$ cat config.mk
export PLATFORM = sky130hd
export DESIGN_NAME = flash_read_streamer
export DESIGN_NICKNAME = d
export VERILOG_FILES = /design/src/rtl/flash_pkg.sv /design/src/rtl/flash_byte_fifo.sv /design/src/rtl/flash_read_streamer.sv
export SDC_FILE = /design/constraint.sdc
export NUM_CORES = 1
export LEC_CHECK = 0
export ABC_AREA = 1
export CELL_PAD_IN_SITES_DETAIL_PLACEMENT = 1
export CELL_PAD_IN_SITES_GLOBAL_PLACEMENT = 2
export CORE_MARGIN = 8
export CORE_UTILIZATION = 35
export DETAILED_ROUTE_END_ITERATION = 10
export HOLD_SLACK_MARGIN = 0.05
export PLACE_DENSITY_LB_ADDON = 0.1
export SYNTH_ARGS = -nofsm -noshare
export SYNTH_HDL_FRONTEND = slang
export SYNTH_SLANG_ARGS = --single-unit
$ cat constraint.sdc
create_clock -name interfaceClk -period 4.76 [get_ports interfaceClk]
set_clock_uncertainty 0.1 [all_clocks]
set_input_delay 1.19 -clock interfaceClk [delete_from_list [all_inputs] [get_ports interfaceClk]]
set_output_delay 1.19 -clock interfaceClk [all_outputs]
set_load 0.05 [all_outputs]
$ cat src/rtl/flash_pkg.sv
`default_nettype none
// +--------------------------------------------------------------------------+
// | flash_pkg                                                                |
// | Shared SPI NOR flash command codes, address width and streamer states.   |
// | Revision: 1.0                                                            |
// +--------------------------------------------------------------------------+
package flash_pkg;

    localparam logic [7:0] FREAD = 8'h0B;
    localparam logic [7:0] READ  = 8'h03;
    localparam logic [7:0] PP    = 8'h02;
    localparam logic [7:0] WREN  = 8'h06;
    localparam logic [7:0] RSTEN = 8'h66;
    localparam logic [7:0] RST   = 8'h99;

    localparam int FLASH_ADDR_W = 22;

    typedef enum logic [2:0] {
        ST_IDLE   = 3'd0,
        ST_START  = 3'd1,
        ST_STREAM = 3'd2,
        ST_PAUSE  = 3'd3,
        ST_FINISH = 3'd4
    } stream_state_t;

    // Flash addresses wrap at the top of the device.
    function automatic logic [FLASH_ADDR_W-1:0] addr_inc(input logic [FLASH_ADDR_W-1:0] a);
        return a + FLASH_ADDR_W'(1);
    endfunction

endpackage
`default_nettype wire

$ cat src/rtl/flash_byte_fifo.sv
`default_nettype none
// +--------------------------------------------------------------------------+
// | flash_byte_fifo                                                          |
// | Synchronous byte FIFO with first-word-fall-through output and free count.|
// | Revision: 1.0                                                            |
// +--------------------------------------------------------------------------+
module flash_byte_fifo #(
    parameter int DEPTH = 8
) (
    input  logic                     clk,
    input  logic                     rst,
    input  logic                     push,
    input  logic [7:0]               push_data,
    input  logic                     pop,
    output logic [7:0]               out_data,
    output logic                     out_valid,
    output logic [$clog2(DEPTH):0]   free
);
    localparam int AW = $clog2(DEPTH);
    localparam logic [AW:0] C_DEPTH = (AW + 1)'(DEPTH);

    logic [7:0]    r_mem [DEPTH];
    logic [AW-1:0] r_wr_ptr;
    logic [AW-1:0] r_rd_ptr;
    logic [AW:0]   r_count;
    logic          w_full;
    logic          w_push;
    logic          w_pop;

    assign w_full = (r_count == C_DEPTH);
    assign w_push = push & ~w_full;
    assign w_pop  = pop & (r_count != '0);

    always_ff @(posedge clk) begin
        if (rst) begin
            for (int i = 0; i < DEPTH; i++) begin
                r_mem[i] <= '0;
            end
            r_wr_ptr <= '0;
            r_rd_ptr <= '0;
            r_count  <= '0;
        end else begin
            if (w_push) begin
                r_mem[r_wr_ptr] <= push_data;
                r_wr_ptr        <= r_wr_ptr + AW'(1);
            end
            if (w_pop) begin
                r_rd_ptr <= r_rd_ptr + AW'(1);
            end
            r_count <= r_count + {{AW{1'b0}}, w_push} - {{AW{1'b0}}, w_pop};
        end
    end

    assign out_data  = r_mem[r_rd_ptr];
    assign out_valid = (r_count != '0);
    assign free      = C_DEPTH - r_count;

endmodule
`default_nettype wire

$ cat src/rtl/flash_read_streamer.sv
`default_nettype none
// +--------------------------------------------------------------------------+
// | flash_read_streamer                                                      |
// | Issues FREAD transactions, buffers bytes, pauses/resumes on backpressure.|
// | Revision: 1.0                                                            |
// +--------------------------------------------------------------------------+
module flash_read_streamer
    import flash_pkg::*;
#(
    parameter int FIFO_DEPTH = 8,
    parameter int LEN_W      = 16,
    parameter int CS_GAP     = 3
) (
    input  logic                    interfaceClk,
    input  logic                    reset,
    input  logic                    req_valid,
    output logic                    req_ready,
    input  logic [FLASH_ADDR_W-1:0] req_addr,
    input  logic [LEN_W-1:0]        req_len,
    output logic [7:0]              out_data,
    output logic                    out_valid,
    input  logic                    out_ready,
    output logic                    busy,
    output logic                    done,
    output logic                    interfaceEnable_n,
    output logic [7:0]              fCommand,
    output logic [FLASH_ADDR_W-1:0] fAddress,
    input  logic [7:0]              fData_RD,
    input  logic                    RdDataValid
);
    localparam int FREE_W = $clog2(FIFO_DEPTH) + 1;
    localparam int GAP_W  = $clog2(CS_GAP + 1) + 1;
    localparam logic [FREE_W-1:0] C_PAUSE_FREE  = FREE_W'(2);
    localparam logic [FREE_W-1:0] C_RESUME_FREE = FREE_W'(FIFO_DEPTH / 2);
    localparam logic [GAP_W-1:0]  C_GAP         = GAP_W'(CS_GAP);
    localparam logic [GAP_W-1:0]  C_GAP_M1      = GAP_W'(CS_GAP - 1);
    localparam logic [LEN_W-1:0]  C_LEN_ONE     = LEN_W'(1);

    stream_state_t           r_state;
    logic [FLASH_ADDR_W-1:0] r_next_addr;
    logic [FLASH_ADDR_W-1:0] r_faddr;
    logic [LEN_W-1:0]        r_remaining;
    logic [GAP_W-1:0]        r_gap;
    logic                    r_rdv_q;
    logic                    r_cap_pend;
    logic                    r_req_ready;
    logic                    r_busy;
    logic                    r_done;
    logic                    r_en_n;

    logic                    w_rise;
    logic                    w_capture;
    logic                    w_last_capture;
    logic                    w_pop;
    logic [FREE_W-1:0]       w_free;

    // fData_RD lags the RdDataValid rise by one cycle, hence the pending stage.
    assign w_rise         = RdDataValid & ~r_rdv_q;
    assign w_capture      = r_cap_pend & (r_remaining != '0);
    assign w_last_capture = w_capture & (r_remaining == C_LEN_ONE);
    assign w_pop          = out_valid & out_ready;

    flash_byte_fifo #(
        .DEPTH (FIFO_DEPTH)
    ) u_fifo (
        .clk       (interfaceClk),
        .rst       (reset),
        .push      (w_capture),
        .push_data (fData_RD),
        .pop       (w_pop),
        .out_data  (out_data),
        .out_valid (out_valid),
        .free      (w_free)
    );

    always_ff @(posedge interfaceClk) begin
        if (reset) begin
            r_state     <= ST_IDLE;
            r_next_addr <= '0;
            r_faddr     <= '0;
            r_remaining <= '0;
            r_gap       <= '0;
            r_rdv_q     <= 1'b0;
            r_cap_pend  <= 1'b0;
            r_req_ready <= 1'b1;
            r_busy      <= 1'b0;
            r_done      <= 1'b0;
            r_en_n      <= 1'b1;
        end else begin
            r_rdv_q    <= RdDataValid;
            r_cap_pend <= w_rise & (r_state == ST_STREAM);
            r_done     <= 1'b0;
            if (w_capture) begin
                r_next_addr <= addr_inc(r_next_addr);
                r_remaining <= r_remaining - C_LEN_ONE;
            end

            case (r_state)
                ST_IDLE: begin
                    if (req_valid && r_req_ready) begin
                        r_next_addr <= req_addr;
                        r_remaining <= req_len;
                        r_req_ready <= 1'b0;
                        r_busy      <= 1'b1;
                        if (req_len == '0) begin
                            // The accept cycle already counts as one gap cycle.
                            r_state <= ST_FINISH;
                            r_gap   <= GAP_W'(1);
                            r_done  <= (CS_GAP == 1);
                        end else begin
                            r_state <= ST_START;
                        end
                    end
                end
                ST_START: begin
                    r_faddr <= r_next_addr;
                    r_en_n  <= 1'b0;
                    r_state <= ST_STREAM;
                end
                ST_STREAM: begin
                    if (w_last_capture) begin
                        r_en_n  <= 1'b1;
                        r_gap   <= '0;
                        r_state <= ST_FINISH;
                    end else if (w_free <= C_PAUSE_FREE) begin
                        r_en_n  <= 1'b1;
                        r_gap   <= '0;
                        r_state <= ST_PAUSE;
                    end
                end
                ST_PAUSE: begin
                    if (w_last_capture) begin
                        r_gap   <= '0;
                        r_state <= ST_FINISH;
                    end else if (r_gap < C_GAP) begin
                        r_gap <= r_gap + GAP_W'(1);
                    end else if (w_free >= C_RESUME_FREE) begin
                        r_state <= ST_START;
                    end
                end
                ST_FINISH: begin
                    r_gap  <= r_gap + GAP_W'(1);
                    r_done <= (r_gap == C_GAP_M1);
                    if (r_gap == C_GAP) begin
                        r_state     <= ST_IDLE;
                        r_busy      <= 1'b0;
                        r_req_ready <= 1'b1;
                        r_done      <= 1'b0;
                    end
                end
                default: begin
                    r_state <= ST_IDLE;
                end
            endcase
        end
    end

    assign req_ready         = r_req_ready;
    assign busy              = r_busy;
    assign done              = r_done;
    assign interfaceEnable_n = r_en_n;
    assign fAddress          = r_faddr;
    assign fCommand          = FREAD;

endmodule
`default_nettype wire

Word-level counts from Yosys, hierarchy flattened

Memory sizes are Yosys's and may differ from the RTL's. A register that Yosys moved wholly into a read port is not among the register bits.
Cells that the tools add are included.

Flip-flop bits (word level): 82
Bits in writable memories: 64
Input port bits: 51
Output and inout bits: 43
Logic and storage cells: 106
Memories: 1

Memories:

| memory       | words | width | rd ports | clocked after Yosys merged registers in | write ports | line                  | text |
|---|---|---|---|---|---|---|---|
| u_fifo.r_mem | 8     | 8     | 1        | 1                                       | 8           | flash_byte_fifo.sv:22 | `logic [7:0] r_mem [DEPTH];` |

Add/subtract/negate cells: 8
Order comparisons: 3
Equal/unequal tests: 15
Multiplexer cells: 41
Bitwise operators: 10
Reduce and logical (&&, ||, !) cells: 14

Operators with widths:

| operator              | count |
|---|---|
| $mux 22               | 3 |
| $mux 3                | 17 |
| $mux 16               | 3 |
| $add 22x1->22 const B | 1 |
| $eq 16x1->1 const B   | 1 |
| $logic_not 16->1      | 1 |
| $reduce_bool 16->1    | 1 |
| $sub 16x1->16 const B | 1 |
| $pmux 3 s5            | 1 |
| $eq 3x2->1 const B    | 4 |
| $mux 1                | 12 |
| $pmux 3 s4            | 1 |
| $reduce_and 5->1      | 2 |
| $add 3x1->3 const B   | 3 |
| $ne 3x3->1 const B    | 3 |
| $mux 8                | 1 |
| $reduce_bool 4->1     | 2 |
| $reduce_or 8->1       | 1 |
| $and 1x1->1           | 7 |
| $ne 2x2->1 const B    | 3 |
| $pmux 1 s2            | 3 |
| $add 4x1->4           | 1 |
| $eq 4x4->1 const B    | 1 |
| $ge 4x3->1 const B    | 1 |
| other kinds (14)      | 17 |

Logic depth before layout (Yosys ltp)

Gate-level depths: netlist of the first run.

Depth in word-level cells: 8
Depth in mapped cells: 14
Mapped depth without buffers: 14

Hierarchy

A second synthesis of the first run with hierarchy kept.

Cells, all modules: 1136
Area total of the unflattened synthesis: 8486.9 sq um

Modules (own cells, without submodules):

| module              | instances | cells each | area an instance (sq um) | sequential area each (sq um) |
|---|---|---|---|---|
| flash_read_streamer | 1         | 672        | 4413.0                   | 1441.4 |
| flash_byte_fifo     | 1         | 464        | 4073.9                   | 2182.1 |

Worst setup path before layout of the first run

OpenSTA, ideal clock, no wires.

Path type: register to output
Start: reg (tool-made name)
End: out out_data[5]
Arrival time: 1.814 ns
Required time: 3.470 ns
Setup slack: 1.656 ns
Cell stages (with the launch flop): 7
Buffers on the path: 1
Path through: dfxtp_1 > inv_1 > clkbuf_1 > o21ai_0 > o22ai_1 > nor2_1 > a31oi_1

RTL lines:

| item      | line                      | text |
|---|---|---|
| to (decl) | flash_read_streamer.sv:20 | `output logic [7:0] out_data,` |

==> run metrics, run 1 <==
register bit total from synthesis=around 150; CP Data Required Time=~3.5 ns; Worst Hold Class=reg2reg; HP Start=r_rdv_q; Area contributors post-synth=edfxtp_1, dfxtp_1, nor2_1; Routability Congestion=between 0.7 and 0.8; vias in the first global route=between 7000 and 8000; WS Path Type=reg2out; hold buffer count at CTS=0; # IOs=94; max-cap check violation count=0; Root Driver=clkbuf_16; Post-synth EDFFs=64; Layout Nets=roughly 1200; Setup crit start kind=flop; CP Buf/Inv Count=3; adder-cell share of the synthesized area=roughly 3.2%; Die Area=27100 um2; Post-synth top cells=nor2_1, nand2_1, inv_1, o21ai_0, dfxtp_1; CTS tree=yes; multiplexer share of the synthesized area=0%; Worst-Skew Late Latency=0.42 ns; Routed Antenna Nets=0; Synth Area in Compound Gates=11.4%; drt total wl=22.8 mm; RR Startpoint=r_remaining[0]; initial drt markers=322; status=completed; period utilisation layout=approximately nine tenths; kind of cell adding the most delay to the critical path=buffers and inverters; Synth area leader=edfxtp_1; pwr/cell area=roughly 600 nW/um2; WP data arrival=around 3.0 ns; combinational family with the most area after synthesis=simple AND/OR/NAND/NOR gates; pre-CTS setup slack=roughly 0.87 ns; CP max-delay cell=clkdlybuf4s50_1; vias=6789; CTS sink cnt=approximately 150; Fmax=231 MHz; Netlist cell types=38; # rows=54; Synth top area share=24.9%; Mapped Area=a little under 8000 um2; sequential fraction of the synthesis area=46.9%; DIE WIDTH=165 um; CTS Buf Count=17; Max Transition Viols Final=0; Antenna diodes=0; Final setup viols=0; reg-to-reg setup timing slack=approximately 1.5 ns; leakage=roughly 4.1 nW; clk slew on worst S/H paths=0.07 ns; post-synthesis simple-gate area fraction=around a quarter; min cycle time layout=roughly 4.3 ns; layout cells sized above 1=between 5 and 6%; RSZ-0062 raised after global routing=false; final hold vios=0; worst slew pin tran=0.997 ns; Initial Utilization=between 30% and 40%; Max clock buf depth=2; syn avg cell area=around 7.5 um2; filler instances=approximately 2700; Layout area overhead=20.8%; largest net degree at the start of global routing=57; Yosys warnings=0; Remaining DRCs=0; top-count cell post-synth=nor2_1; global-route wire length before repair=about 37 mm; Worst slew margin=roughly 33%; Overflow after GRT=0; WHS=roughly 0.3 ns; post-CTS resize count=0; Cells after Synth=~1000; Core Region=around 22000 um2; Core Util, Final=between 40% and 50%; commonest register cell after synthesis=dfxtp_1; die span in y=between 150 and 200 um; post-synthesis xor/xnor area fraction=~2.7%; Worst VDD drop=around 280 uV; Setup TNS=0 ns; port bufs=85; final setup margin=0.436 ns; HPWL after DPL=between 15 and 20 mm; postcts setup bufs=0; GRT Total Usage=17.4%; vias per cell=roughly 4.9; initial antenna violation count=0; WL/cell=around 16 um; critical-path cell list=buf_4 > inv_1 > o21ai_0 > o22ai_1 > nor2_1 > a31oi_1 > clkdlybuf4s50_1; # H-tree levels=4; Crit Path Max Fanout=33; CP max stage delay=a little under 0.9 ns; kind of end point of the critical path=primary output; async set or reset register ratio after synthesis=0%; Pre-antenna DRT Iters=4
==> layout by cell type, fill, tap and decap left out, drive strengths merged <==
cell / count
conb: 8
o21ai: 89
clkinvlp: 1
nand2: 177
nand4: 11
bufinv: 1
buf: 6
nand3b: 4
clkdlybuf4s50: 84
nor2: 236
nor3b: 1
ha: 18
inv: 131
a21oi: 45
o22ai: 9
clkbuf: 17
o2111ai: 1
edfxtp: 64
dfxtp: 85
nor4: 1
o211ai: 11
xnor2: 3
nand3: 54
nor3: 12
a31oi: 9
xor2: 21
clkinv: 6
a22o: 1
fa: 1
==> final cells by class <==
type	count	area, um2	share of cell area (%)
sequential	149	3620	38.8
multi-input combinational	712	3440	36.9
timing repair buffer	90	883	9.46
inverter	124	468	5.01
clock buffer	17	425	4.56
tap	280	350	3.75
clock inverter	15	143	1.53
==> through the flow <==
step	cell area, um2	cells	power (mW)
after floorplan	7750	1030	3.56
after CTS	9340	1387	5.64
after global routing	9340	1387	6.00
after global placement	8770	1355	4.26
final	9340	1387	5.56
after detailed placement	8770	1355	4.30
==> flip-flops by register name, indices dropped and copies added (netlist names), named ones only <==
signal             cells
u_fifo.r_wr_ptr        3
busy                   1
r_gap                  3
u_fifo.r_rd_ptr        3
r_state                3
done                   1
interfaceEnable_n      1
u_fifo.r_count         4
r_cap_pend             1
r_next_addr           22
fAddress              22
req_ready              1
r_remaining           16
u_fifo.r_mem          64
r_rdv_q                1
==> report_power, final <==
group          switching, mW  internal (mW)  leakage [nW]
sequential             0.210           1.59          1.36
combinational           1.63          0.799          2.42
clock                  0.589          0.734         0.278
total                   2.43           3.13          4.06
==> worst register-to-register path: stages, from the launching register on <==
cell,delay [ns]
dfxtp_1,0.39
inv_1,0.12
ha_1,0.24
nand4_1,0.10
nand2_2,0.32
inv_4,0.58
nand2_4,0.19
nor3_4,0.26
nand2_2,0.22
nand2_1,0.39
==> cell families after synthesis <==
| logic type | after synthesis |
|---|---|
| buffers and inverters | 169 |
| flip-flops | 149 |
| XOR/XNOR | 24 |
| AND/OR/NAND/NOR | 496 |
| adder cells (fa/ha/maj) | 19 |
| AO/OA/AOI/OAI | 165 |
| other | 2 |
==> per-layer routing <==
layer	vias to the layer above	share of wire (%)	track usage (%)
met5	-	0	0
met4	0	1.1	4.55
met3	20	3.4	2.57
met2	98	47	29.2
met1	3236	49	23.0
li1	3435	-	-
==> worst paths after layout <==
kind,endpoint,depth (start not counted)
worst max-delay path,out_data[4],7
worst min-delay path,r_cap_pend,1
worst max register to register,u_fifo.r_mem[7][5],9
worst min register to register,r_cap_pend,1
No activity file was read; power rests on OpenSTA's default activity.
==> run 2: changes to the inputs <==
--- a/config.mk
+++ b/config.mk
@@ -13,6 +13,7 @@
 export DETAILED_ROUTE_END_ITERATION = 10
 export HOLD_SLACK_MARGIN = 0.05
 export PLACE_DENSITY_LB_ADDON = 0.1
+export RECOVER_POWER = 50
 export SYNTH_ARGS = -nofsm -noshare
 export SYNTH_HDL_FRONTEND = slang
 export SYNTH_SLANG_ARGS = --single-unit
==> run 2 against run 1 <==
- the flow now finishes with violations (max-capacitance violations, max-slew violations)
- clock power barely moved
- routed wire length barely moved
- sequential cell count did not move
- sequential power barely moved
- global-route usage did not move
- die area did not move
- cell count did not move
- largest cell class unchanged
- highest routed layer unchanged
==> run metrics, run 2 (synthesis results as in run 1) <==
status=finished with violations; failing checks=max-capacitance violations, max-slew violations; worst slew pin tran=1.79 ns (+0.791 ns); Overflow after GRT=0 (unchanged); DP Cell Count=1355 (unchanged); reg2reg end=u_fifo.r_mem[7][5]; initial antenna violation count=0 (unchanged); largest net degree at the start of global routing=57 (unchanged); GRT Total Usage=17.4% (unchanged); Max clock buf depth=2 (unchanged); Setup crit start kind=flop; HP Start=r_rdv_q; Core Region=21800 um2 (unchanged); final hold vios=0 (unchanged); Worst Hold Class=reg2reg; Routed Antenna Nets=0 (unchanged); die span in y=165 um (unchanged); WL/cell=16.4 um (about the same); Layout Nets=1164 (unchanged); Antenna diodes=0 (unchanged); WHS Path Cells=1 (unchanged); global-route wire length before repair=36.9 mm (unchanged); pwr/cell area=595 nW/um2 (about the same); CTS sink cnt=149 (unchanged); Largest register FFs=64 (unchanged); CP max stage delay=0.88 ns (about the same); Final setup viols=0 (unchanged); CP max-delay cell=clkdlybuf4s50_1; RR Startpoint=r_remaining[0]; # IOs=94 (unchanged); WP data arrival=3.04 ns (about the same); Initial Utilization=35.5% (unchanged); max-cap check violation count=1 (+1); layout cells sized above 1=3.79% (-1.3 points); Worst slew margin=-19.3% (-53 points); leakage=4.10 nW (+1.0%); port bufs=85 (unchanged); HPWL after DPL=16.9 mm (unchanged); # rows=54 (unchanged); Crit Path Max Fanout=33 (unchanged); vias=6745 (-0.65%); CTS Buf Count=17 (unchanged); DIE WIDTH=165 um (unchanged); Worst-Skew Late Latency=0.43 ns (about the same); R2R cell count=9 (unchanged); postcts setup bufs=0 (unchanged); CP Data Required Time=3.47 ns (about the same); most common cell after layout, fill and taps aside=nor2_1; RSZ-0062 raised after global routing=false; clk slew on worst S/H paths=0.07 ns (about the same); Remaining DRCs=0 (unchanged); critical-path cell list=buf_4 > inv_1 > o21ai_0 > o22ai_1 > nor2_1 > a31oi_1 > clkdlybuf4s50_1; hold path endpoint=r_cap_pend; initial drt markers=292 (-9.3%); most flop-heavy register=u_fifo.r_mem; CTS tree=yes; Fmax=231 MHz (about the same); Die Area=27100 um2 (unchanged); # H-tree levels=4 (unchanged); Routability Congestion=0.786 (unchanged); WS Path Type=reg2out; kind of end point of the critical path=primary output; hold buffer count at CTS=0 (unchanged); filler instances=2700 (+0.26%); vias per cell=4.86 (-0.65%); Tot Pwr=5.52 mW (-0.62%); Finished Layout Cells=1387 (unchanged); Max Transition Viols Final=57 (+57); Worst VDD drop=276 uV (-0.45%); post-CTS resize count=0 (unchanged); most frequent cells in the layout=nor2_1, nand2_1, inv_1; Root Driver=clkbuf_16; area of the multi-input gates=3390 um2 (-1.4%); Pre-antenna DRT Iters=4 (unchanged); register area=3620 um2 (unchanged); pre-CTS setup slack=0.866 ns (unchanged); final setup margin=0.433 ns (-0.00267 ns); min cycle time layout=4.33 ns (+0.00267 ns); Setup TNS=0 ns (unchanged); period utilisation layout=90.9% (about the same); vias in the first global route=7006 (unchanged); reg-to-reg setup timing slack=0.58 ns (-0.91 ns); drt total wl=22.8 mm (about the same); Layout area overhead=20.0%
## run 2: cell type report
class / count / share of cell area, %
Sequential cell: 149 / 39.1
Multi-Input combinational cell: 712 / 36.6
Timing Repair Buffer: 90 / 9.43
Inverter: 124 / 5.04
Clock buffer: 17 / 4.59
Tap cell: 280 / 3.78
Clock inverter: 15 / 1.54
## run 2: power breakdown
group	total (mW)	switching [mW]	internal [mW]
registers	1.80	0.207	1.59
clock network	1.32	0.589	0.734
logic	2.40	1.62	0.774
## run 2: worst max path at each step
| stage | from | end | slack [ns] | cells past startpoint |
|---|---|---|---|---|
| after floorplan | flop | out_data[5] | 1.66 | 6 |
| after global placement | flop | out_data[4] | 0.94 | 7 |
| after detailed placement | flop | out_data[4] | 0.87 | 7 |
| after CTS | flop | out_data[4] | 0.42 | 7 |
| after global routing | req_valid | r_next_addr[1] | 0.17 | 9 |
| final | flop | out_data[4] | 0.43 | 7 |
## run 2: metrics by stage
step                instance area [um2]  utilization [%]  hold slack [ns]
floorplan                          7750                -            0.275
global placement                   8770             40.3            0.279
detailed placement                 8770             40.3            0.292
CTS                                9340             42.9            0.302
global route                       9280             42.6            0.324
finish                             9280             42.6            0.299
## run 2: worst max-delay path: cells and delay by family (launching register included)
kind,cells,cell delay [ns]
AO/OA/AOI/OAI,3,0.53
AND/OR/NAND/NOR,1,0.06
buffers and inverters,3,1.73
flip-flops,1,0.30
## run 2: layer usage
| metal | track usage [%] | wire (um) | up-vias |
|---|---|---|---|
| met5 | 0 | 0 | - |
| met4 | 4.55 | 196 | 0 |
| met3 | 2.57 | 776 | 15 |
| met2 | 29.2 | 10700 | 92 |
| met1 | 23.0 | 11100 | 3201 |
| li1 | - | - | 3437 |
